$ cat config.mk
export PLATFORM = sky130hd
export DESIGN_NAME = pwm_tach_ctrl
export DESIGN_NICKNAME = d
export VERILOG_FILES = /design/src/rtl/pwm_tach_pkg.sv /design/src/rtl/pwm_tach_ctrl_tach_chan.sv /design/src/rtl/pwm_tach_ctrl.sv
export SDC_FILE = /design/constraint.sdc
export NUM_CORES = 1
export LEC_CHECK = 0
export CAP_MARGIN = 30
export CORE_MARGIN = 1.5
export CORE_UTILIZATION = 35
export DETAILED_ROUTE_END_ITERATION = 7
export PLACE_DENSITY_LB_ADDON = 0.1
export SETUP_SLACK_MARGIN = 0.3
export SYNTH_ARGS = -nofsm -noshare
export SYNTH_HDL_FRONTEND = slang
export SYNTH_SLANG_ARGS = --single-unit
$ cat constraint.sdc
create_clock -name CLK_I -period 2.86 [get_ports CLK_I]
set_input_delay 0.572 -clock CLK_I [delete_from_list [all_inputs] [get_ports CLK_I]]
set_output_delay 0.572 -clock CLK_I [all_outputs]
set_load 0.1 [all_outputs]
$ cat src/rtl/pwm_tach_pkg.sv
// -----------------------------------------------------------------------------
// pwm_tach_pkg
// Shared definitions for the PWM/tach fan controller: Wishbone register
// offsets, the MIN field position inside the DUTYi word, default parameter
// values and the address decoder used by the top level.
// -----------------------------------------------------------------------------
package pwm_tach_pkg;

  // Global register offsets (byte addresses)
  localparam logic [7:0] CTRL_OFS     = 8'h00;
  localparam logic [7:0] WIN_OFS      = 8'h04;
  localparam logic [7:0] IRQ_STAT_OFS = 8'h08;
  localparam logic [7:0] IRQ_MASK_OFS = 8'h0C;

  // Per-channel register block: CH_BASE + CH_STRIDE*i + {DUTY_OFS, TACH_OFS}
  localparam logic [7:0] CH_BASE      = 8'h10;
  localparam logic [7:0] CH_STRIDE    = 8'h08;
  localparam logic [7:0] DUTY_OFS     = 8'h00;
  localparam logic [7:0] TACH_OFS     = 8'h04;

  // LSB of the MIN threshold inside the DUTYi word
  localparam int MIN_LSB = 16;

  // Default parameter values
  localparam int          NCH_DEF         = 4;
  localparam int          PWM_W_DEF       = 10;
  localparam int          TCH_W_DEF       = 16;
  localparam int          WIN_W_DEF       = 27;
  localparam int unsigned WIN_DEFAULT_CYC = 50_000_000;
  localparam int          ADR_W_DEF       = 6;

  // Which register an access targets
  typedef enum logic [2:0] {
    REG_NONE,
    REG_CTRL,
    REG_WIN,
    REG_STAT,
    REG_MASK,
    REG_DUTY,
    REG_TACH
  } reg_sel_e;

  typedef struct packed {
    reg_sel_e   sel;
    logic [2:0] ch;
  } reg_dec_t;

  // Decode a byte address (bits [1:0] ignored) into register + channel.
  // Channel blocks beyond nch decode to REG_NONE, so they read 0 and
  // swallow writes.
  function automatic reg_dec_t decode_addr(input logic [7:0] adr,
                                           input int         nch);
    logic [7:0] a;
    logic [7:0] off;
    reg_dec_t   d;
    a     = {adr[7:2], 2'b00};
    off   = '0;
    d.sel = REG_NONE;
    d.ch  = '0;
    case (a)
      CTRL_OFS:     d.sel = REG_CTRL;
      WIN_OFS:      d.sel = REG_WIN;
      IRQ_STAT_OFS: d.sel = REG_STAT;
      IRQ_MASK_OFS: d.sel = REG_MASK;
      default: begin
        if (a >= CH_BASE) begin
          off = a - CH_BASE;
          if (int'(off[7:3]) < nch) begin
            d.ch  = off[5:3];
            d.sel = (off[2:0] == TACH_OFS[2:0]) ? REG_TACH : REG_DUTY;
          end
        end
      end
    endcase
    return d;
  endfunction

endpackage

$ cat src/rtl/pwm_tach_ctrl_tach_chan.sv
// -----------------------------------------------------------------------------
// tach_chan
// One tachometer channel: 3-flop synchroniser, falling-edge detect,
// saturating running count and a latched result register.
//
// Ports
//   clk      system clock
//   rst_n    asynchronous active-low reset
//   tach     asynchronous tach input from the fan
//   win_tc   terminal cycle of the measurement window (latch + restart)
//   win_clr  clears the running count (window rewritten or halted)
//   count    latched count of the last completed window
// -----------------------------------------------------------------------------
module tach_chan #(
  parameter int TCH_W = 16
) (
  input  logic             clk,
  input  logic             rst_n,
  input  logic             tach,
  input  logic             win_tc,
  input  logic             win_clr,
  output logic [TCH_W-1:0] count
);

  logic [2:0]       sync;
  logic             fall;
  logic [TCH_W-1:0] run;

  // sync[1:0] resolve metastability; sync[2] is the previous settled value.
  // NOTE: sequential state uses non-blocking assignments so every flop
  // samples the pre-edge value of its source, independent of statement order.
  always_ff @(posedge clk or negedge rst_n) begin
    if (!rst_n) sync <= '0;
    else        sync <= {sync[1:0], tach};
  end

  assign fall = sync[2] & ~sync[1];

  // An edge seen on the terminal cycle starts the next window at 1, so no
  // edge is ever dropped between windows.
  always_ff @(posedge clk or negedge rst_n) begin
    if (!rst_n)                       run <= '0;
    else if (win_clr)                 run <= '0;
    else if (win_tc)                  run <= TCH_W'(fall);
    else if (fall && (run != '1))     run <= run + 1'b1;
  end

  always_ff @(posedge clk or negedge rst_n) begin
    if (!rst_n)      count <= '0;
    else if (win_tc) count <= run;
  end

endmodule

$ cat src/rtl/pwm_tach_ctrl.sv
// -----------------------------------------------------------------------------
// pwm_tach_ctrl
// NCH-channel fan controller on a Wishbone slave port. Each channel drives
// a glitch-free PWM output (duty shadowed and applied at period end) and
// measures its tach input over a programmable window. A channel whose
// latched count falls below its MIN threshold raises a maskable IRQ.
//
// Ports
//   CLK_I      system clock
//   RST_N_I    asynchronous active-low reset
//   PTC_STB_I  Wishbone strobe
//   PTC_WE_I   write enable
//   PTC_ADR_I  byte address, [1:0] ignored
//   PTC_DAT_I  write data
//   PTC_SEL_I  byte selects, ignored (full-word access only)
//   PTC_ACK_O  single-cycle acknowledge
//   PTC_DAT_O  registered read data, valid with ACK
//   PTC_ERR_O  tied 0
//   PTC_RTY_O  tied 0
//   PWM_O      PWM outputs, one per channel
//   TACH_I     asynchronous tach inputs, one per channel
//   IRQ_O      level interrupt, |(IRQ_STAT & IRQ_MASK)
//
// Register map
//   0x00 CTRL      [NCH-1:0] channel enable
//   0x04 WIN       [WIN_W-1:0] window length in cycles, 0 halts measurement
//   0x08 IRQ_STAT  [NCH-1:0] stall flags, write-1-to-clear
//   0x0C IRQ_MASK  [NCH-1:0] 1 = interrupt enabled
//   0x10+8i DUTYi  [PWM_W:0] duty, [16+TCH_W-1:16] MINi
//   0x14+8i TACHi  latched tach count, read-only
//
// ADR_W is at most 8; the decoder works on an 8-bit byte address.
// -----------------------------------------------------------------------------
module pwm_tach_ctrl
  import pwm_tach_pkg::*;
#(
  parameter int          NCH         = NCH_DEF,
  parameter int          PWM_W       = PWM_W_DEF,
  parameter int          TCH_W       = TCH_W_DEF,
  parameter int          WIN_W       = WIN_W_DEF,
  parameter int unsigned WIN_DEFAULT = WIN_DEFAULT_CYC,
  parameter int          ADR_W       = ADR_W_DEF
) (
  input  logic             CLK_I,
  input  logic             RST_N_I,
  input  logic             PTC_STB_I,
  input  logic             PTC_WE_I,
  input  logic [ADR_W-1:0] PTC_ADR_I,
  input  logic [31:0]      PTC_DAT_I,
  input  logic [3:0]       PTC_SEL_I,
  output logic             PTC_ACK_O,
  output logic [31:0]      PTC_DAT_O,
  output logic             PTC_ERR_O,
  output logic             PTC_RTY_O,
  output logic [NCH-1:0]   PWM_O,
  input  logic [NCH-1:0]   TACH_I,
  output logic             IRQ_O
);

  localparam int CH_W = (NCH > 1) ? $clog2(NCH) : 1;

  // ---------------------------------------------------------------------------
  // State
  // ---------------------------------------------------------------------------
  logic             ack;
  logic [31:0]      dat;

  logic [NCH-1:0]   en;
  logic [NCH-1:0]   irq_stat;
  logic [NCH-1:0]   irq_mask;
  logic [WIN_W-1:0] win;
  logic [WIN_W-1:0] wcnt;
  logic             latch_d;

  logic [PWM_W-1:0] pcnt;
  logic [PWM_W:0]   duty_shadow [NCH];
  logic [PWM_W:0]   duty_act    [NCH];
  logic [TCH_W-1:0] min_thr     [NCH];
  logic [TCH_W-1:0] tach_cnt    [NCH];
  logic [NCH-1:0]   pwm;

  // ---------------------------------------------------------------------------
  // Bus decode
  // ---------------------------------------------------------------------------
  logic [7:0]       adr8;
  reg_dec_t         dec;
  logic [CH_W-1:0]  ch;
  logic             access;
  logic             wr;
  logic             win_wr;
  logic             stat_wr;
  logic [31:0]      rdata;

  assign adr8    = 8'(PTC_ADR_I);
  assign dec     = decode_addr(adr8, NCH);
  assign ch      = dec.ch[CH_W-1:0];
  assign access  = PTC_STB_I & ~ack;
  assign wr      = access & PTC_WE_I;
  assign win_wr  = wr && (dec.sel == REG_WIN);
  assign stat_wr = wr && (dec.sel == REG_STAT);

  // NOTE: every combinational output gets a default before the case so no
  // path leaves it unassigned, which would otherwise infer a latch.
  always_comb begin
    rdata = '0;
    case (dec.sel)
      REG_CTRL: rdata[NCH-1:0]   = en;
      REG_WIN:  rdata[WIN_W-1:0] = win;
      REG_STAT: rdata[NCH-1:0]   = irq_stat;
      REG_MASK: rdata[NCH-1:0]   = irq_mask;
      REG_DUTY: begin
        rdata[PWM_W:0]           = duty_shadow[ch];
        rdata[MIN_LSB +: TCH_W]  = min_thr[ch];
      end
      REG_TACH: rdata[TCH_W-1:0] = tach_cnt[ch];
      default:  ;
    endcase
  end

  // ACK pulses for one cycle; back-to-back strobes get every other cycle.
  always_ff @(posedge CLK_I or negedge RST_N_I) begin
    if (!RST_N_I) begin
      ack <= 1'b0;
      dat <= '0;
    end else begin
      ack <= access;
      if (access) dat <= PTC_WE_I ? '0 : rdata;
    end
  end

  // ---------------------------------------------------------------------------
  // Configuration registers
  // ---------------------------------------------------------------------------
  // NOTE: the per-channel arrays are a handful of flops, not a RAM, so they
  // are reset like any other register.
  always_ff @(posedge CLK_I or negedge RST_N_I) begin
    if (!RST_N_I) begin
      en       <= '0;
      win      <= WIN_W'(WIN_DEFAULT);
      irq_mask <= '0;
      for (int i = 0; i < NCH; i++) begin
        duty_shadow[i] <= '0;
        min_thr[i]     <= '0;
      end
    end else if (wr) begin
      case (dec.sel)
        REG_CTRL: en       <= PTC_DAT_I[NCH-1:0];
        REG_WIN:  win      <= PTC_DAT_I[WIN_W-1:0];
        REG_MASK: irq_mask <= PTC_DAT_I[NCH-1:0];
        REG_DUTY: begin
          duty_shadow[ch] <= PTC_DAT_I[PWM_W:0];
          min_thr[ch]     <= PTC_DAT_I[MIN_LSB +: TCH_W];
        end
        default:  ;
      endcase
    end
  end

  // ---------------------------------------------------------------------------
  // PWM
  // ---------------------------------------------------------------------------
  // The active duty only changes on the last count of a period, so a period
  // is never truncated or extended by a write landing mid-period.
  always_ff @(posedge CLK_I or negedge RST_N_I) begin
    if (!RST_N_I) begin
      pcnt <= '0;
      pwm  <= '0;
      for (int i = 0; i < NCH; i++) duty_act[i] <= '0;
    end else begin
      pcnt <= pcnt + 1'b1;
      for (int i = 0; i < NCH; i++) begin
        if (pcnt == '1) duty_act[i] <= duty_shadow[i];
        // duty >= 2**PWM_W always compares true: constant high
        pwm[i] <= en[i] & ({1'b0, pcnt} < duty_act[i]);
      end
    end
  end

  // ---------------------------------------------------------------------------
  // Measurement window
  // ---------------------------------------------------------------------------
  logic win_clr;
  logic win_tc;

  // A WIN write restarts the window; the latch is suppressed on that cycle
  // so the previous result stays readable.
  assign win_clr = win_wr | (win == '0);
  assign win_tc  = ~win_wr & (win != '0) & (wcnt == win);

  always_ff @(posedge CLK_I or negedge RST_N_I) begin
    if (!RST_N_I) begin
      wcnt    <= '0;
      latch_d <= 1'b0;
    end else begin
      latch_d <= win_tc;
      if (win_clr)     wcnt <= '0;
      else if (win_tc) wcnt <= WIN_W'(1);
      else             wcnt <= wcnt + 1'b1;
    end
  end

  for (genvar g = 0; g < NCH; g++) begin : g_tach
    tach_chan #(
      .TCH_W   (TCH_W)
    ) u_tach (
      .clk     (CLK_I),
      .rst_n   (RST_N_I),
      .tach    (TACH_I[g]),
      .win_tc  (win_tc),
      .win_clr (win_clr),
      .count   (tach_cnt[g])
    );
  end

  // ---------------------------------------------------------------------------
  // Stall detection / IRQ
  // ---------------------------------------------------------------------------
  logic [NCH-1:0] stat_set;
  logic [NCH-1:0] stat_clr;

  // Compared one cycle after the latch, when tach_cnt holds the new result.
  always_comb begin
    stat_set = '0;
    for (int i = 0; i < NCH; i++)
      stat_set[i] = latch_d & en[i] & (tach_cnt[i] < min_thr[i]);
  end

  assign stat_clr = stat_wr ? PTC_DAT_I[NCH-1:0] : '0;

  // Set wins over a simultaneous write-1-to-clear.
  always_ff @(posedge CLK_I or negedge RST_N_I) begin
    if (!RST_N_I) irq_stat <= '0;
    else          irq_stat <= (irq_stat & ~stat_clr) | stat_set;
  end

  // ---------------------------------------------------------------------------
  // Outputs
  // ---------------------------------------------------------------------------
  assign PTC_ACK_O = ack;
  assign PTC_DAT_O = dat;
  assign PTC_ERR_O = 1'b0;
  assign PTC_RTY_O = 1'b0;
  assign PWM_O     = pwm;
  assign IRQ_O     = |(irq_stat & irq_mask);

  // Byte selects and the address byte offset carry no information here.
  logic unused_ok;
  assign unused_ok = ^{PTC_SEL_I, PTC_ADR_I, PTC_DAT_I};

endmodule

==> results.cfg <==
[run_status]
status = finished, violations left
violations = hold timing

[floorplanning]
core_area_um2 = 57700
initial_core_util = 0.354
rows = 88
dieArea_um2 = 59800
die-height_um = 244
die_w_um = 244
ioPinCount = 90

[clock_tree]
clk_path_buf_depth = 3
clock_sinks = 406
root_buffer = clkbuf_16
clk_latency_ns = 0.59
cts.clk_slew.worst_paths_ns = 0.06
cts_tree = done
cts_made_buffers = 49
cts_max_level = 2

[sta]
maxSlewViolCount = 0
fin_worst_skew_ns = 0.0305
rsz0062_at_grt = false
slew_headroom = 0.451
worst_pin_slew_ns = 0.823
finalCriticalPeriod_ns = 2.46
finalSetupViolCount = 0
finalHoldViolCount = 1
setup_ws_ns = 0.401
fin_crit_sh = 0.860
fin_tns_setup_ns = 0
hold_slack_ns = -0.00334
fmax_mhz = 407

[route]
vias = 14100
ant_nets = 0
via_per_inst = 5.19
drt_iter0_drc = 904
dr.pass1.iters = 6
drcViolationCount = 0
wirelength_um = 60500
wire_per_inst_um = 22.2

[power]
p_clk_frac = 0.396
power_switching_mw = 4.45
leakage_nw = 11.5
max-vdd-ir-drop_mv = 0.446
pwr-share-comb = 0.172
power.density_cell_area_nw_per_um2 = 633
p_int_mw = 11.1
seqPwrFrac = 0.432
swShare = 0.287

[setup_path]
critPathCaptureType = register
slowest_stage = dfrtp_1
cp_top_family = simple AND/OR/NAND/NOR gates
cp_max_fo = 14
crit_arrival_ns = 2.92
worstSetupPathType = reg2reg
crit_chain = xor2_1, nor4_2, nand4_1, nor4_4, and2_4, buf_4, buf_16, mux2_2
startpoint_type = register
required_ns = 3.32
cpPeakStageDelay_ns = 0.43
worst-path-buf-inv = 2

[global_routing]
grt_pass1_wl_um = 91300
grt_start_max_net_pins = 84
grt_pass1_vias = 14400
grt_overflow = 0
antenna_found_initial = 2
track_usage = 0.203

[final_layout]
postLayoutCoreUtil = 0.424
fin_area_um2 = 24500
final_common_cell = dfrtp_1
insertedDiodeCount = 0
fin_nets = 2075
syn_to_final_growth_pct = 20.0
drive_gt1_frac = 0.233
layout_common_cells = dfrtp_1, nand2_1, nor2_1

[placed_design]
dp_slack_ns = -0.474
place_congestion = 0.872
hpwl_um = 45100
port_buffers = 81
placed_area_um2 = 22600

[worst_hold_path]
hold_class = in2async

[yosys]
ys_ff_latch = 406
syn_area_per_cell_um2 = 11.6
yosys_most_used_dff = dfrtp_1
netlist_instances = 1764
async_flop_share = 1.00
ys_types = 57
synth_edf_count = 0
mappedNetlistArea_um2 = 20400
synth_seq_area_share = 0.499
yosys_warnings = 0

[flow_run]
cap_violations = 0
## worst register-to-register path, stage by stage, from the launching register on
cell and delay (ns):
dfrtp_1 0.43, xor2_1 0.20, nor4_2 0.33, nand4_1 0.20, nor4_4 0.24, and2_4 0.27, buf_4 0.15, buf_16 0.16
mux2_2 0.35
## sequential cells by signal (all words and copies together), names as in the netlist, 4 cells and up
name                 count
PWM_O                    4
win                     27
irq_stat                 4
irq_mask                 4
g_tach.u_tach.run       64
PTC_DAT_O               32
min_thr                 64
g_tach.u_tach.count     64
wcnt                    27
duty_shadow             44
en                       4
duty_act                44
g_tach.u_tach.sync      12
pcnt                    10
## power groups by stage
stage               clock, mW  combinational, mW  sequential, mW
finish                   6.14               2.67            6.70
global route             6.54               2.90            6.76
CTS                      6.32               2.62            6.70
detailed placement          0               2.58            6.80
global placement            0               2.55            6.78
floorplan                   0               1.55            6.70
## worst paths after layout
check                                          from                         to  slack, ns  cells past startpoint
min                                         RST_N_I               duty_act[28]     -0.003                      1
min in group CLK_I         g_tach[2].u_tach.sync[0]   g_tach[2].u_tach.sync[1]       0.35                      0
min reg2reg                g_tach[2].u_tach.sync[0]   g_tach[2].u_tach.sync[1]       0.35                      0
max                                         win[24]  g_tach[0].u_tach.count[3]       0.40                      8
max in group asynchronous                   RST_N_I                    win[19]       1.98                      2
max reg2reg                                 win[24]  g_tach[0].u_tach.count[3]       0.40                      8
## cell usage after synthesis (11+ instances only)
| cell | instances | share of area |
|---|---|---|
| dfrtp_1 | 394 | 0.48 |
| nand2_1 | 144 | 0.026 |
| nor2_1 | 136 | 0.025 |
| mux2_2 | 127 | 0.070 |
| inv_1 | 126 | 0.023 |
| ha_1 | 106 | 0.065 |
| o21ai_0 | 99 | 0.024 |
| xor2_1 | 69 | 0.030 |
| clkbuf_1 | 50 | 0.0092 |
| mux2_4 | 49 | 0.036 |
| nand4_1 | 48 | 0.015 |
| xnor2_1 | 47 | 0.020 |
| mux4_2 | 40 | 0.044 |
| nand3_1 | 33 | 0.0081 |
| nor4_1 | 24 | 0.0074 |
| a222oi_1 | 22 | 0.011 |
| a21oi_1 | 21 | 0.0052 |
| and3_1 | 20 | 0.0061 |
| a21o_1 | 16 | 0.0059 |
| o21a_1 | 15 | 0.0055 |
| buf_2 | 13 | 0.0032 |
| dfstp_2 | 12 | 0.015 |
| nor3_1 | 12 | 0.0029 |
| and4_1 | 11 | 0.0047 |
## through the flow
stage,power (mW),instances
finish,15.5,2721
global route,16.2,2721
CTS,15.6,2714
detailed placement,9.38,2620
global placement,9.33,2620
floorplan,8.25,1765
## layer usage
layer	track usage	wire, um
met5	0	23
met4	0.0652	1650
met3	0.0346	3140
met1	0.283	27900
met2	0.322	27800
## cell families after synthesis
| logic type | share of synthesized area |
|---|---|
| compound gates | 0.0699 |
| xor+xnor | 0.0498 |
| fa+ha+maj | 0.0650 |
| buf+inv | 0.0435 |
| flops | 0.499 |
| mux | 0.159 |
| other cells | 0.000184 |
| simple gates | 0.114 |
## layout make-up
class                      instances  area, um2
sequential                       406      10200
clock inverter                     8       88.8
inverter                         127        477
timing repair buffer             178       1870
clock buffer                      80       1490
multi-input combinational       1157       9420
tap                              765        957
fill                            5530      33200
## what timing repair did
item	in CTS	in global routing
hold buffers	0	0
resized for setup	9	7
setup endpoints to repair	140	244
cloned	1	3
setup buffers	5	4
pin swaps	9	6
No activity file was read; power rests on OpenSTA's default activity.
